`src/rtl/free_list_pkg.sv`:
```
// rtl/free_list_pkg.sv - shared types and constants for the free-list manager
package free_list_pkg;

    localparam int ENTRIES = 40;
    localparam int IDX_W   = 6;

    typedef logic [IDX_W-1:0] idx_t;

    typedef enum logic {
        INIT,
        READY
    } fl_state_e;

    // Last index of the pool, which is also the tail once the list is built
    localparam idx_t LAST_IDX   = idx_t'(ENTRIES - 1);
    // Final link written by the init sequencer: next[ENTRIES-2] = ENTRIES-1
    localparam idx_t INIT_LAST  = idx_t'(ENTRIES - 2);
    // Count value of a completely free pool
    localparam idx_t FULL_COUNT = idx_t'(ENTRIES);

endpackage

```
`src/rtl/free_list_ctrl.sv`:
```
// rtl/free_list_ctrl.sv - linked-list free-index manager driving an external next-pointer memory
module free_list_ctrl
    import free_list_pkg::*;
(
    input  logic             clock,
    input  logic             reset,
    output logic             alloc_valid,
    input  logic             alloc_ready,
    output logic [IDX_W-1:0] alloc_idx,
    input  logic             free_valid,
    input  logic [IDX_W-1:0] free_idx,
    output logic [IDX_W-1:0] count,
    output logic             init_done,
    output logic             err,
    output logic [IDX_W-1:0] mem_raddr,
    output logic             mem_ren,
    input  logic [IDX_W-1:0] mem_rdata,
    output logic [IDX_W-1:0] mem_waddr,
    output logic             mem_wen,
    output logic [IDX_W-1:0] mem_wdata
);

    fl_state_e state_q, state_d;
    idx_t      init_ptr_q, init_ptr_d;
    idx_t      head_q, head_d;
    idx_t      tail_q, tail_d;
    idx_t      count_q, count_d;
    logic      err_q, err_d;

    logic      alloc_fire;
    logic      free_accept;
    logic      wen_raw;

    // The read port always follows the head so the successor of the head is
    // available combinationally on mem_rdata whenever an alloc fires.
    assign mem_ren   = 1'b1;
    assign mem_raddr = head_q;

    assign alloc_idx = head_q;
    assign count     = count_q;
    assign init_done = (state_q == READY);
    assign err       = err_q;

    // Writes are suppressed while reset is held so nothing lands in the memory
    // from the pre-reset state.
    assign mem_wen   = wen_raw & ~reset;

    // Next-state and memory-port decode for init sequencing and alloc/free handling
    always_comb begin
        state_d     = state_q;
        init_ptr_d  = init_ptr_q;
        head_d      = head_q;
        tail_d      = tail_q;
        count_d     = count_q;
        err_d       = err_q;
        wen_raw     = 1'b0;
        mem_waddr   = tail_q;
        mem_wdata   = free_idx;
        alloc_valid = 1'b0;
        alloc_fire  = 1'b0;
        free_accept = 1'b0;

        case (state_q)
            INIT: begin
                // Chain every entry to its successor: next[i] = i + 1.
                wen_raw    = 1'b1;
                mem_waddr  = init_ptr_q;
                mem_wdata  = init_ptr_q + 1'b1;
                init_ptr_d = init_ptr_q + 1'b1;
                if (init_ptr_q == INIT_LAST) begin
                    state_d = READY;
                    count_d = FULL_COUNT;
                    head_d  = '0;
                    tail_d  = LAST_IDX;
                end
                // Returns are meaningless before the list exists.
                if (free_valid) begin
                    err_d = 1'b1;
                end
            end

            READY: begin
                alloc_valid = (count_q != '0) & ~reset;
                alloc_fire  = alloc_valid & alloc_ready;
                // A full pool can only take a return if an entry leaves in the same cycle.
                free_accept = free_valid & (alloc_fire | (count_q != FULL_COUNT));

                if (free_valid && !free_accept) begin
                    err_d = 1'b1;
                end

                case ({alloc_fire, free_accept})
                    2'b10: begin
                        // With one entry left the head stays put; it is stale
                        // until the next return overwrites it.
                        if (count_q != idx_t'(1)) begin
                            head_d = mem_rdata;
                        end
                        count_d = count_q - 1'b1;
                    end
                    2'b01: begin
                        if (count_q == '0) begin
                            head_d = free_idx;
                            tail_d = free_idx;
                        end else begin
                            wen_raw = 1'b1;
                            tail_d  = free_idx;
                        end
                        count_d = count_q + 1'b1;
                    end
                    2'b11: begin
                        if (count_q == idx_t'(1)) begin
                            // The only entry leaves and the returned one replaces it.
                            head_d = free_idx;
                            tail_d = free_idx;
                        end else begin
                            head_d  = mem_rdata;
                            wen_raw = 1'b1;
                            tail_d  = free_idx;
                        end
                    end
                    default: begin
                    end
                endcase
            end

            default: begin
                state_d = INIT;
            end
        endcase
    end

    // State, list pointers, count and sticky error register
    always_ff @(posedge clock) begin
        if (reset) begin
            state_q    <= INIT;
            init_ptr_q <= '0;
            head_q     <= '0;
            tail_q     <= LAST_IDX;
            count_q    <= '0;
            err_q      <= 1'b0;
        end else begin
            state_q    <= state_d;
            init_ptr_q <= init_ptr_d;
            head_q     <= head_d;
            tail_q     <= tail_d;
            count_q    <= count_d;
            err_q      <= err_d;
        end
    end

endmodule

```
`config.mk`:
```
export PLATFORM = sky130hd
export DESIGN_NAME = free_list_ctrl
export DESIGN_NICKNAME = d
export VERILOG_FILES = /design/src/rtl/free_list_pkg.sv /design/src/rtl/free_list_ctrl.sv
export SDC_FILE = /design/constraint.sdc
export NUM_CORES = 1
export LEC_CHECK = 0
export CAP_MARGIN = 15
export CORE_UTILIZATION = 43
export CTS_CLUSTER_SIZE = 25
export DETAILED_ROUTE_END_ITERATION = 8
export MAX_ROUTING_LAYER = met4
export PLACE_DENSITY = 0.82
export SETUP_SLACK_MARGIN = 0.15
export SLEW_MARGIN = 20
export SYNTH_ARGS = -nofsm -noshare
export SYNTH_HDL_FRONTEND = slang
export SYNTH_SLANG_ARGS = --single-unit
```
`constraint.sdc`:
```
create_clock -name clock -period 2.1 [get_ports clock]
set_clock_uncertainty 0.2 [all_clocks]
set_input_delay 0.63 -clock clock [delete_from_list [all_inputs] [get_ports clock]]
set_output_delay 0.63 -clock clock [all_outputs]
set_load 0.01 [all_outputs]
```
==> summary.md <==
| Metric | Value |
|---|---|
| Post-Layout Cell Count | `376` |
| Gr usage total | `32.5%` |
| Synthesized area | `1750 um2` |
| GPL Wtd Cong | `0.878` |
| H-tree levels | `1` |
| Failing checks | `setup timing` |
| Final WL | `7.96 mm` |
| Fin nets | `351` |
| Top cells by area, synth | `dfxtp_1, ha_1, mux2i_1, a21oi_1, xor2_1` |
| Slew Limit Fails | `0` |
| Simple logic cell fraction of the synthesized area | `22.7%` |
| Peak VDD IR | `348 uV` |
| Buffers on Ports | `49` |
| Reg area | `553 um2` |
| Power Density | `333 nW/um2` |
| Syn Area/Cell | `8.34 um2` |
| Cells after DPL | `340` |
| I/O pin total | `51` |
| Post-synthesis sequential area ratio | `29.7%` |
| CP Max Fanout | `3` |
| Die Span X | `65.8 um` |
| Critical path buffers and inverters | `2` |
| XOR/XNOR Fraction of Synth Area | `6.00%` |
| Worst-path cell chain | `inv_4 > ha_4 > nand4b_1 > o31ai_4 > a311o_1 > a21oi_2 > buf_2` |
| Leakage | `0.00148 uW` |
| Worst Setup Start Kind | `flop` |
| Clock Sinks | `26` |
| Fmax | `392 MHz` |
| Outcome | `complete, but fails checks` |
| Ys flop type | `dfxtp_1` |
| FF-to-FF setup slack | `-0.40 ns` |
| M1 GR Usage | `39.3%` |
| Post-synth EDFFs | `0` |
| Slowest CP cell | `dfxtp_4` |
| Worst reg2reg path depth | `12` |
| CTS tree | `done` |
| Routed len/inst | `21.2 um` |
| Hold Crit Class | `flop to flop` |
| Final min period | `2.55 ns` |
| Flops & latches, synth | `26` |
| Largest net degree at the start of global routing | `25` |
| CTS clk-pin slew, worst paths | `0.11 ns` |
| Hold buffer count at CTS | `0` |
| Post-Synth Adder-Cell Area | `4.29%` |
| Number of diodes | `0` |
| Share of layout cells above drive strength 1 | `52.4%` |
| Vias/cell | `6.08` |
| Met2 Use GR | `53.4%` |
| Number of global-route vias before repair | `2084` |
| Reg2reg end | `alloc_idx[4]` |
| Final setup violation count | `22` |
| Mapped Cells | `210` |
| Arr. time, crit path | `1.72 ns` |
| Skew-Pair Late Insertion Delay | `0.29 ns` |
| Drt pass-1 iters | `5` |
| Number of buffers created by CTS | `3` |
| Busiest grt layer | `met2` |
| Crit path required time | `1.27 ns` |
| Hold Violations, Final | `0` |
| CP max stage delay | `0.37 ns` |
| Mapped Nets | `232` |
| Ys async rst share | `0%` |
| Footprint of the multi-input gates | `1360 um2` |
| Unrepaired setup endpoints after global routing | `true` |
| Initial Util | `46.4%` |
| Max_cap viols | `0` |
| Worst Setup SP | `count[0]` |
| Routed Antenna Nets | `0` |
| Layout area overhead | `87.3%` |
| Crit. End Element | `primary output` |
| CP top delay family | `compound AO/OA/AOI/OAI gates` |
| CP endpoint | `mem_wen` |
| HPWL Detailed | `3.84 mm` |
| Compound-gate portion of the synthesized area | `21.9%` |
| GRT Residual Overflow | `0` |
| Final Cycle Share | `121%` |
| Syn. warnings | `0` |
| DRC | `0` |
| Synth area leader | `dfxtp_1` |
| Core Rows | `22` |
| Critical path depth | `7` |
| Root Buffer | `clkbuf_8` |
| Setup slack after layout | `-0.449 ns` |
| First-pass GRT wire length | `10.2 mm` |
| Core area | `3770 um2` |
| Post-synthesis mux area share | `7.22%` |
| Fin Hold WS | `0.280 ns` |
| Top cell type's share of synthesized area | `29.7%` |
| Die height | `65.8 um` |
| Total negative setup slack | `-4.61 ns` |
| GR met3 Demand/Resource | `3.97%` |
| Max Buffers Root-to-Sink | `2` |
| Distinct cells, synth | `52` |
| FILL cells | `154` |
| Main combinational cell family by area after synthesis | `simple AND/OR/NAND/NOR gates` |
| Die area | `4330 um2` |
| Vias | `2287` |
| Initial antenna violation count | `0` |
| Drt first-iter violations | `220` |
| Worst r2r src | `count[0]` |
| Critical path class | `flop to primary output` |
==> layout by cell type (no fill, tap or decap), types with 3 or more instances in the layout <==
cell type | Yosys | routed
nand4b_1 | 3 | 3
nor3_1 | 4 | 3
mux2_4 | 0 | 5
nor2_1 | 16 | 13
dfxtp_1 | 26 | 16
nand2_1 | 12 | 11
a21oi_1 | 13 | 10
o21ai_2 | 2 | 7
mux2i_1 | 7 | 7
buf_2 | 3 | 12
o21ai_1 | 1 | 5
buf_6 | 1 | 30
nand2b_1 | 8 | 8
o2bb2ai_1 | 4 | 4
nand3_2 | 0 | 3
dfxtp_4 | 0 | 8
xnor2_1 | 5 | 5
clkbuf_8 | 0 | 3
clkdlybuf4s50_1 | 0 | 6
xor2_1 | 7 | 7
inv_1 | 7 | 4
dlygate4sd2_1 | 0 | 21
ha_4 | 0 | 3
buf_4 | 7 | 55
nand3_1 | 7 | 4
a21oi_2 | 1 | 4
nand4_1 | 5 | 5
==> through the flow <==
stage	utilization (%)	setup slack, ns	cell area, um2	power [uW]
CTS	79.3	-0.358	2990	1010
finish	86.9	-0.449	3280	1090
floorplan	-	-0.150	1800	588
global route	86.9	-0.507	3280	1110
detailed placement	70.1	-1.16	2650	704
global placement	70.1	-1.15	2650	700
==> cells by family (layout without fill, tap and decap cells) <==
logic type,after synthesis,in the layout
AND/OR/NAND/NOR,71,71
AO/OA/AOI/OAI,55,55
buffers and inverters,27,145
flip-flops,26,26
XOR/XNOR,12,12
multiplexers,12,12
adder cells (fa/ha/maj),6,6
other,1,1
==> how the worst min path moves through the flow <==
stage | startpoint | to | slack [ns] | cells past startpoint
global route | err | err | 0.30 | 2
floorplan | tail_q[3] | tail_q[3] | 0.25 | 2
detailed placement | err | err | 0.26 | 2
finish | err | err | 0.28 | 2
CTS | err | err | 0.27 | 2
global placement | err | err | 0.24 | 2
==> timing repair <==
item,4_1_cts,5_1_grt
endpoints found under the setup margin,53,36
setup buffers,15,14
resized for setup,159,54
pin swaps,11,23
endpoints found under the hold margin,0,0
gates cloned,3,0
==> flip-flops by register name, indices dropped and copies added (netlist names) <==
signal and count:
count 6, init_done 1, alloc_idx 6, init_ptr_q 6, err 1, tail_q 6
==> cell usage after synthesis (2+ instances only) <==
library cell	n
dfxtp_1	26
nand2_1	12
mux2_2	5
buf_4	7
buf_2	3
nand4b_1	3
a21oi_1	13
or2_2	2
o2bb2ai_1	4
o21ai_2	2
nand3_1	7
and2_1	2
a211oi_1	4
nor3_1	4
o21ai_0	11
a21o_1	2
o22ai_1	4
clkbuf_1	9
nand4_1	5
nor2_1	16
inv_1	7
mux2i_1	7
nor2b_1	3
ha_1	6
xor2_1	7
xnor2_1	5
nand2b_1	8
and3_1	2
==> worst min-delay path: cells and delay by family (launching register included) <==
kind	cells	cell delay (ns)
compound gates	1	0.06
flops	1	0.33
buf+inv	1	0.05
==> layout make-up <==
type                    instances  share of cell area, %
multi-input cells             157                   41.5
repair buffers                134                   37.5
flip-flops and latches         26                   16.9
well taps                      48                   1.83
clock buffers                   4                   1.37
inverters                       7                  0.954
==> power by group <==
part / switching (uW) / internal (uW) / leakage (uW) / total, uW
registers: 8.35 / 493 / 0.000217 / 501
clock network: 184 / 137 / 0.0000228 / 321
logic: 118 / 150 / 0.00124 / 268
total: 311 / 780 / 0.00148 / 1090
==> per-layer routing <==
| layer | up-vias | wire length (um) |
|---|---|---|
| met3 | 29 | 698 |
| met5 | - | 0 |
| li1 | 990 | - |
| met2 | 171 | 3800 |
| met1 | 1097 | 3180 |
| met4 | 0 | 276 |
(Power assumes the default switching activity.)
